==> config.mk <==
export PLATFORM = sky130hd
export DESIGN_NAME = bti_arb_n_flat
export DESIGN_NICKNAME = d
export VERILOG_FILES = /design/src/rtl/bti_arb_n_if.sv /design/src/rtl/bti_arb_n.sv /design/src/flat_wrapper.sv
export SDC_FILE = /design/constraint.sdc
export NUM_CORES = 1
export LEC_CHECK = 0
export BUFFER_PORTS_ARGS = -buffer_cell sky130_fd_sc_hd__buf_2
export CORE_AREA = 2 2 109 111
export CTS_CLUSTER_SIZE = 16
export DETAILED_ROUTE_END_ITERATION = 12
export DIE_AREA = 0 0 111 113
export GPL_TIMING_DRIVEN = 0
export PLACE_DENSITY = 0.48
export RECOVER_POWER = 25
export SLEW_MARGIN = 25
export SYNTH_ARGS = -nofsm -noshare
export SYNTH_HDL_FRONTEND = slang
export SYNTH_SLANG_ARGS = --single-unit
==> constraint.sdc <==
create_clock -name clk -period 3.8 [get_ports clk]
set_input_delay 0.19 -clock clk [delete_from_list [all_inputs] [get_ports clk]]
set_output_delay 0.19 -clock clk [all_outputs]
set_load 0.01 [all_outputs]
==> src/rtl/bti_arb_n_if.sv <==
// Requester-side and bus-side BTI signal bundle for bti_arb_n.
// slave is the arbiter's view; master is the surrounding requesters and bus.
interface bti_arb_n_if #(
  parameter int NCH = 2,
  parameter int AW  = 32,
  parameter int DW  = 32
);
  logic [NCH-1:0]        in_req_vld;
  logic [NCH-1:0]        in_req_rdy;
  logic [NCH*AW-1:0]     in_req_addr;
  logic [NCH-1:0]        in_req_wen;
  logic [NCH*DW-1:0]     in_req_wdata;
  logic [NCH*DW/8-1:0]   in_req_wstrb;
  logic [NCH-1:0]        in_rsp_vld;
  logic [NCH-1:0]        in_rsp_rdy;
  logic [DW-1:0]         in_rsp_rdata;
  logic                  out_req_vld;
  logic                  out_req_rdy;
  logic [AW-1:0]         out_req_addr;
  logic                  out_req_wen;
  logic [DW-1:0]         out_req_wdata;
  logic [DW/8-1:0]       out_req_wstrb;
  logic                  out_rsp_vld;
  logic                  out_rsp_rdy;
  logic [DW-1:0]         out_rsp_rdata;
  logic                  rsp_orphan;

  modport slave (
    input  in_req_vld, in_req_addr, in_req_wen, in_req_wdata, in_req_wstrb, in_rsp_rdy,
           out_req_rdy, out_rsp_vld, out_rsp_rdata,
    output in_req_rdy, in_rsp_vld, in_rsp_rdata, out_req_vld, out_req_addr, out_req_wen,
           out_req_wdata, out_req_wstrb, out_rsp_rdy, rsp_orphan
  );

  modport master (
    output in_req_vld, in_req_addr, in_req_wen, in_req_wdata, in_req_wstrb, in_rsp_rdy,
           out_req_rdy, out_rsp_vld, out_rsp_rdata,
    input  in_req_rdy, in_rsp_vld, in_rsp_rdata, out_req_vld, out_req_addr, out_req_wen,
           out_req_wdata, out_req_wstrb, out_rsp_rdy, rsp_orphan
  );
endinterface

==> src/rtl/bti_arb_n.sv <==
// N-channel BTI request arbiter with in-order response routing via a channel-index FIFO.
// Optional performance counters are enabled by defining BTI_ARB_PERF_EN.
module bti_arb_n #(
  parameter int NCH   = 2,
  parameter int AW    = 32,
  parameter int DW    = 32,
  parameter int OST   = 4,
  parameter bit RR_EN = 1'b1
) (
  input  logic              clk,
  input  logic              rst,
  bti_arb_n_if.slave        bus
`ifdef BTI_ARB_PERF_EN
  ,
  output logic [NCH*32-1:0] perf_grant_cnt,
  output logic [31:0]       perf_stall_cnt
`endif
);
  localparam int IW = (NCH > 1) ? $clog2(NCH) : 1;
  localparam int PW = (OST > 1) ? $clog2(OST) : 1;
  localparam int CW = $clog2(OST + 1);

  logic [IW-1:0]  rr_ptr_reg;
  logic [IW-1:0]  lock_ch_reg;
  logic           lock_vld_reg;
  logic [IW-1:0]  fifo_mem [OST];
  logic [PW-1:0]  wr_ptr_reg;
  logic [PW-1:0]  rd_ptr_reg;
  logic [CW-1:0]  count_reg;
  logic           orphan_reg;

  logic [IW-1:0]  grant;
  logic [IW-1:0]  rr_next;
  logic [IW-1:0]  head;
  logic [NCH-1:0] req_rdy;
  logic [NCH-1:0] rsp_vld;
  logic           any_vld, fifo_full, fifo_empty;
  logic           req_fire, rsp_fire, orphan_fire;

  assign any_vld    = |bus.in_req_vld;
  assign fifo_full  = (count_reg == CW'(OST));
  assign fifo_empty = (count_reg == '0);
  assign head       = fifo_mem[rd_ptr_reg];

  // With nothing valid the grant rests on the search start; the lock overrides everything.
  always_comb begin
    logic found;
    int   idx;
    found = 1'b0;
    idx   = 0;
    grant = RR_EN ? rr_ptr_reg : '0;
    for (int k = 0; k < NCH; k++) begin
      idx = RR_EN ? int'(rr_ptr_reg) + k : k;
      if (idx >= NCH) idx = idx - NCH;
      if (!found && bus.in_req_vld[idx]) begin
        grant = IW'(idx);
        found = 1'b1;
      end
    end
    if (lock_vld_reg) grant = lock_ch_reg;
  end

  assign rr_next = (int'(grant) == NCH - 1) ? '0 : grant + 1'b1;

  assign bus.out_req_vld   = any_vld & ~fifo_full & ~rst;
  assign bus.out_req_addr  = bus.in_req_addr[int'(grant)*AW +: AW];
  assign bus.out_req_wen   = bus.in_req_wen[grant];
  assign bus.out_req_wdata = bus.in_req_wdata[int'(grant)*DW +: DW];
  assign bus.out_req_wstrb = bus.in_req_wstrb[int'(grant)*(DW/8) +: DW/8];

  genvar gi;
  generate
    for (gi = 0; gi < NCH; gi++) begin : g_route
      assign req_rdy[gi] = ~rst & bus.out_req_rdy & ~fifo_full & (grant == IW'(gi));
      assign rsp_vld[gi] = ~rst & bus.out_rsp_vld & ~fifo_empty & (head == IW'(gi));
    end
  endgenerate

  assign bus.in_req_rdy   = req_rdy;
  assign bus.in_rsp_vld   = rsp_vld;
  assign bus.in_rsp_rdata = bus.out_rsp_rdata;
  // An empty FIFO means no owner: accept and drop whatever the bus returns.
  assign bus.out_rsp_rdy  = ~rst & (fifo_empty ? bus.out_rsp_vld : bus.in_rsp_rdy[head]);
  assign bus.rsp_orphan   = orphan_reg;

  assign req_fire    = bus.out_req_vld & bus.out_req_rdy;
  assign rsp_fire    = bus.out_rsp_vld & bus.out_rsp_rdy & ~fifo_empty;
  assign orphan_fire = bus.out_rsp_vld & fifo_empty & ~rst;

  function automatic logic [PW-1:0] ptr_inc(input logic [PW-1:0] p);
    return (int'(p) == OST - 1) ? '0 : p + 1'b1;
  endfunction

  always_ff @(posedge clk) begin
    if (req_fire) fifo_mem[wr_ptr_reg] <= grant;
  end

  always_ff @(posedge clk) begin
    if (rst) begin
      rr_ptr_reg   <= '0;
      lock_ch_reg  <= '0;
      lock_vld_reg <= 1'b0;
      wr_ptr_reg   <= '0;
      rd_ptr_reg   <= '0;
      count_reg    <= '0;
      orphan_reg   <= 1'b0;
    end else begin
      if (req_fire) begin
        rr_ptr_reg   <= rr_next;
        lock_vld_reg <= 1'b0;
        wr_ptr_reg   <= ptr_inc(wr_ptr_reg);
      end else if (bus.out_req_vld) begin
        lock_vld_reg <= 1'b1;
        lock_ch_reg  <= grant;
      end
      if (rsp_fire) rd_ptr_reg <= ptr_inc(rd_ptr_reg);
      case ({req_fire, rsp_fire})
        2'b10:   count_reg <= count_reg + 1'b1;
        2'b01:   count_reg <= count_reg - 1'b1;
        default: ;
      endcase
      if (orphan_fire) orphan_reg <= 1'b1;
    end
  end

`ifdef BTI_ARB_PERF_EN
  logic [31:0] stall_cnt_reg;

  generate
    for (gi = 0; gi < NCH; gi++) begin : g_perf
      logic [31:0] grant_cnt_reg;
      always_ff @(posedge clk) begin
        if (rst) grant_cnt_reg <= '0;
        else if (req_fire && grant == IW'(gi)) grant_cnt_reg <= grant_cnt_reg + 1'b1;
      end
      assign perf_grant_cnt[gi*32 +: 32] = grant_cnt_reg;
    end
  endgenerate

  always_ff @(posedge clk) begin
    if (rst) stall_cnt_reg <= '0;
    else if (any_vld && fifo_full) stall_cnt_reg <= stall_cnt_reg + 1'b1;
  end

  assign perf_stall_cnt = stall_cnt_reg;
`endif
endmodule

==> src/flat_wrapper.sv <==
// flat-port wrapper written by rule: the top's interface ports become plain ports
module bti_arb_n_flat 
#(
  parameter int NCH   = 2,
  parameter int AW    = 32,
  parameter int DW    = 32,
  parameter int OST   = 4,
  parameter bit RR_EN = 1'b1
)
  (clk, rst, bus_in_req_vld, bus_in_req_addr, bus_in_req_wen, bus_in_req_wdata, bus_in_req_wstrb, bus_in_rsp_rdy, bus_out_req_rdy, bus_out_rsp_vld, bus_out_rsp_rdata, bus_in_req_rdy, bus_in_rsp_vld, bus_in_rsp_rdata, bus_out_req_vld, bus_out_req_addr, bus_out_req_wen, bus_out_req_wdata, bus_out_req_wstrb, bus_out_rsp_rdy, bus_rsp_orphan);
  bti_arb_n_if #(.NCH(NCH), .AW(AW), .DW(DW)) bus_i ();
  input  logic clk;
  input  logic rst;
  input wire logic [$bits(bus_i.in_req_vld)-1:0] bus_in_req_vld;
  input wire logic [$bits(bus_i.in_req_addr)-1:0] bus_in_req_addr;
  input wire logic [$bits(bus_i.in_req_wen)-1:0] bus_in_req_wen;
  input wire logic [$bits(bus_i.in_req_wdata)-1:0] bus_in_req_wdata;
  input wire logic [$bits(bus_i.in_req_wstrb)-1:0] bus_in_req_wstrb;
  input wire logic [$bits(bus_i.in_rsp_rdy)-1:0] bus_in_rsp_rdy;
  input wire logic [$bits(bus_i.out_req_rdy)-1:0] bus_out_req_rdy;
  input wire logic [$bits(bus_i.out_rsp_vld)-1:0] bus_out_rsp_vld;
  input wire logic [$bits(bus_i.out_rsp_rdata)-1:0] bus_out_rsp_rdata;
  output wire logic [$bits(bus_i.in_req_rdy)-1:0] bus_in_req_rdy;
  output wire logic [$bits(bus_i.in_rsp_vld)-1:0] bus_in_rsp_vld;
  output wire logic [$bits(bus_i.in_rsp_rdata)-1:0] bus_in_rsp_rdata;
  output wire logic [$bits(bus_i.out_req_vld)-1:0] bus_out_req_vld;
  output wire logic [$bits(bus_i.out_req_addr)-1:0] bus_out_req_addr;
  output wire logic [$bits(bus_i.out_req_wen)-1:0] bus_out_req_wen;
  output wire logic [$bits(bus_i.out_req_wdata)-1:0] bus_out_req_wdata;
  output wire logic [$bits(bus_i.out_req_wstrb)-1:0] bus_out_req_wstrb;
  output wire logic [$bits(bus_i.out_rsp_rdy)-1:0] bus_out_rsp_rdy;
  output wire logic [$bits(bus_i.rsp_orphan)-1:0] bus_rsp_orphan;
  assign bus_i.in_req_vld = bus_in_req_vld;
  assign bus_i.in_req_addr = bus_in_req_addr;
  assign bus_i.in_req_wen = bus_in_req_wen;
  assign bus_i.in_req_wdata = bus_in_req_wdata;
  assign bus_i.in_req_wstrb = bus_in_req_wstrb;
  assign bus_i.in_rsp_rdy = bus_in_rsp_rdy;
  assign bus_i.out_req_rdy = bus_out_req_rdy;
  assign bus_i.out_rsp_vld = bus_out_rsp_vld;
  assign bus_i.out_rsp_rdata = bus_out_rsp_rdata;
  assign bus_in_req_rdy = bus_i.in_req_rdy;
  assign bus_in_rsp_vld = bus_i.in_rsp_vld;
  assign bus_in_rsp_rdata = bus_i.in_rsp_rdata;
  assign bus_out_req_vld = bus_i.out_req_vld;
  assign bus_out_req_addr = bus_i.out_req_addr;
  assign bus_out_req_wen = bus_i.out_req_wen;
  assign bus_out_req_wdata = bus_i.out_req_wdata;
  assign bus_out_req_wstrb = bus_i.out_req_wstrb;
  assign bus_out_rsp_rdy = bus_i.out_rsp_rdy;
  assign bus_rsp_orphan = bus_i.rsp_orphan;
  bti_arb_n #(.NCH(NCH), .AW(AW), .DW(DW), .OST(OST), .RR_EN(RR_EN)) u_core (.clk(clk), .rst(rst), .bus(bus_i));
endmodule
=== Word level (Yosys, flattened, before mapping) ===
Memory sizes are Yosys's and may differ from the RTL's. A register that Yosys moved wholly into a read port is not among the register bits.
Cells that the tools add are included.

* Multiplexer cells: 25
* Shift operators: 3
* Bitwise operators: 22
* Reduce and logical (&&, ||, !) cells: 7
* Equality and inequality tests: 5
* Magnitude comparators: 6
* $add $sub $neg: 8

{| class="wikitable"
|+ Operators with widths
! cell !! number
|-
| indexed part select 64 x 7 -> 32 bit || 2
|-
| < comparator 32 x 3 -> 1 bit, second input constant || 2
|-
| 2-to-1 mux 32 bit || 2
|-
| greater-or-equal comparator 32 x 3 -> 1 bit, second input constant || 1
|-
| subtractor 32 x 3 -> 32 bit, second input constant || 1
|-
| 2-to-1 mux 1 bit || 18
|-
| bitwise AND 1 bit || 16
|-
| 2-to-1 mux 2 bit || 4
|-
| indexed part select 8 x 4 -> 4 bit || 1
|-
| equality test 2 x 1 -> 1 bit, second input constant || 3
|-
| inverter 1 bit || 6
|-
| one-hot mux 3 bit (2 select lines) || 1
|-
| adder 2 x 1 -> 2 bit, second input constant || 2
|-
| < comparator 1 x 2 -> 1 bit, second input constant || 2
|-
| OR reduction 2 bit || 2
|-
| adder 3 x 1 -> 3 bit, second input constant || 1
|-
| equality test 3 bit, second input constant || 1
|-
| logical NOT 3 bit || 1
|-
| subtractor 1 x 2 -> 3 bit, second input constant || 1
|-
| subtractor 3 x 1 -> 3 bit, second input constant || 1
|-
| adder 1 x 1 -> 2 bit, second input constant || 1
|-
| equality test 2 bit, second input constant || 1
|-
| greater-or-equal comparator 1 x 2 -> 1 bit, second input constant || 1
|-
| AND reduction 2 bit || 1
|-
| other kinds (4) || 4
|}

* Bits of input ports: 178
* Output and inout bits: 108
* Register bits: 11
* Bits in writable memories: 4
* Word-level logic and storage cells: 84
* Memories kept: 1

{| class="wikitable"
|+ Memory list
! memory !! depth !! bits a word !! rd ports !! clocked after memory_dff !! write ports !! RTL line !! source
|-
| u_core.fifo_mem || 4 || 1 || 1 || 1 || 1 || bti_arb_n.sv:26 || <nowiki>logic [IW-1:0] fifo_mem [OST];</nowiki>
|}

=== Logic depth before layout (Yosys ltp) ===
* Depth after elaboration: 12
* Gate-level depth with buffers: 9
* Mapped depth without buffers: 9

=== Worst setup path after synthesis ===
No wires, ideal clock.

* Kind: register -> register
* From: reg with a tool-made name
* To: reg u_core.count_reg[2]
* Setup time: 71 ps
* Period minus slack after synthesis: 2400 ps
* Data required time: 3729 ps
* Cell stages (with the launch flop): 10
* Arrival time: 2329 ps
* Path buffers: 0
* Setup slack: 1400 ps
* Path through: dfxtp_1 mux4_2 mux2i_1 nor2_1 ha_1 inv_1 fa_1 xor2_1 or3_1 a21oi_1

{| class="wikitable"
|+ RTL lines
! what !! RTL line !! source
|-
| end signal: assignment || bti_arb_n.sv:118 || <nowiki>2'b10: count_reg <= count_reg + 1'b1;</nowiki>
|-
| end signal: assignment || bti_arb_n.sv:119 || <nowiki>2'b01: count_reg <= count_reg - 1'b1;</nowiki>
|-
| end: declaration || bti_arb_n.sv:29 || <nowiki>logic [CW-1:0] count_reg;</nowiki>
|}

==> impl_metrics.ini <==
[critical_path]
worstSetupPathType = reg -> reg
worstSetupStartpointType = flop
arrival_ps = 2760
cp-end-kind = flop
crit_required_ps = 3980
critical_path_buf_inv_count = 1
path_cells = mux4_2 -> mux2i_1 -> nor2_1 -> ha_1 -> inv_1 -> fa_1 -> xor2_1 -> or3_1 -> a21oi_1
cp_slowest_cell = mux4_2
cpPeakStageDelay_ps = 520
path_delay_family = multiplexers
critPathMaxFanout = 3

[routing]
wl_met2_um = 4160
wire_per_inst_um = 14.4
totalWireLength_um = 8640
vias_per_cell = 3.96
drtIter0Drc = 75
drt-met1-wl_um = 3370
route.vias.total = 2375
top_layer_used = met5
met3WireLength_um = 934
drcViolationCount = 0
drtAntennaViolNets = 0
drt_pass1_iterations = 4

[place]
routabilityCongestion = 0.780
dpl_worst_slack_ps = 1180
post_dp_cell_area_mm2 = 0.00337
dp_hpwl_um = 7840
port-buffer-count = 252
dp_cells = 594

[sta]
maxSlewViolCount = 0
finalHoldViolCount = 0
setup_viol = 0
slew_headroom = 0.605
fmax_mhz = 387
min_period_over_period = 0.679
fin_setup_tns_ps = 0
worst_slew_pin_slew_ps = 589
finClkSkew_ps = 2.57
min_period_ps = 2580
grt_setup_unrepaired = no
setup_ws_ps = 1220

[cells_and_area]
fin_area_mm2 = 0.00342
fin_cells = 600
final_net_count = 641
fillers = 1213
drive_gt1_frac = 0.743
final_common_cell = buf_2
syn_to_final_growth_pct = 76.8
final_cell_mix = buf_2, mux2_2, clkbuf_1

[pwr]
vdd_drop_max_v = 0.000182
p_leak_nw = 1.76
swShare = 0.322
seq_power_share = 0.240
comb_power_share = 0.511
switching_power_mw = 0.268
p_int_mw = 0.565
pwr-share-clk = 0.250
finalPower_mw = 0.833
power_density_mw_per_mm2 = 244

[die]
coreArea_mm2 = 0.0113
io_pins = 286
die_y_um = 113
dieArea_mm2 = 0.0125
rows = 39
initial_utilization = 0.172
die_w_um = 111

[cts]
cts.sinks = 17
numCtsBuffers = 3
clock_latency_ps = 250
cts_max_path_buffers = 2
postCtsSetupRepairBufs = 0
post_cts_resized = 0
htreeDepth = 1
tritoncts = done
ctsHoldBuffers = 0
clk_pin_slew_ps = 50
cts-root-buf = clkbuf_16

[synth]
synth-adder-area-share = 0.0492
synth-xor-area-share = 0.00906
synth_top_family_by_area = multiplexers
seq_area_frac_synth = 0.197
ys_warn_count = 0
netlist.area_leader.share = 0.413
synthCells = 199
synthMuxAreaShare = 0.440
syn-cell-area_mm2 = 0.00193
synth_largest_area_cell = mux2_2
synth_cell_types = 28
synth-seq-cells = 17
synthSimpleGateAreaFrac = 0.116
syn-num-nets = 384
yosys-top-cells-area = mux2_2, dfxtp_1, buf_4
synth_area_per_cell_um2 = 9.72
synth_compound_area_frac = 0.0246

[global_route]
gr-total-overflow = 0
grt_max_degree = 11
antenna_found_initial = 1
grt_pass1_vias = 2376
grt_use_total = 0.125
grt_pass1_wl_um = 12500

[worst_hold_path]
hold_path.class = in -> reg

[run_status]
status = finished clean

[flow_run]
cap_viol_max_count = 0
[cell families after synthesis]
kind of cell / Yosys count
mux: 75
buf+inv: 50
simple gates: 40
flops: 17
compound gates: 8
fa+ha+maj: 7
xor+xnor: 2
[metrics by stage]
stage               utilization  hold slack, ps
floorplan                     -             331
global placement          0.299             447
detailed placement        0.299             458
CTS                       0.306             202
global route              0.303             242
finish                    0.303             205
[power by group through the flow]
stage          clock network, mW  logic, mW  registers (mW)
4_1_cts                    0.216      0.436           0.200
3_3_place_gp                   0      0.431           0.203
3_5_place_dp                   0      0.434           0.204
5_1_grt                    0.220      0.460           0.201
6_report                   0.208      0.425           0.200
2_1_floorplan                  0      0.237           0.203
[worst paths after layout]
kind	from	endpoint	slack (ps)	cells past startpoint
setup / recovery	u_core.fifo_mem[3]	u_core.count_reg[2]	1220	9
hold / removal	bus_out_rsp_vld	u_core.bus.rsp_orphan	200	3
setup reg to reg	u_core.fifo_mem[3]	u_core.count_reg[2]	1220	9
hold reg to reg	u_core.bus.rsp_orphan	u_core.bus.rsp_orphan	470	2
[worst register-to-register path: stages, from the launching register on]
cell      delay (ps)
edfxtp_1         360
mux4_2           520
mux2i_1          160
nor2_1           220
ha_1             230
inv_1             60
fa_1             370
xor2_1           160
or3_1            300
a21oi_1          130
[metal layers]
layer	vias to the layer above	track usage
li1	1174	-
met1	1047	0.148
met2	142	0.219
met3	10	0.0461
met4	2	0.0250
met5	-	0
[area by class of cell]
class / instances / area (um2) / share of cell area
diodes: 2 / 5.00 / 0.00146
well taps: 143 / 179 / 0.0523
plain buffers: 42 / 288 / 0.0842
clock inverters: 1 / 5.00 / 0.00146
repair buffers: 252 / 1220 / 0.357
inverters: 8 / 30.0 / 0.00878
clock buffers: 3 / 75.1 / 0.0220
flip-flops and latches: 17 / 380 / 0.111
multi-input cells: 132 / 1240 / 0.362
[synthesized netlist by cell type, drive strengths merged]
cell,n
o211ai,1
nor2,16
edfxtp,4
inv,8
nand2,2
mux4,1
nor3,4
nand3b,1
buf,40
mux2,71
ha,6
nand3,1
nor3b,1
xor2,2
a211oi,2
a21oi,4
clkbuf,2
o21ai,1
nor2b,4
nor4,1
dfxtp,13
and2,5
or3,2
fa,1
nor4b,1
nand2b,2
mux2i,3
(Power assumes the default switching activity.)
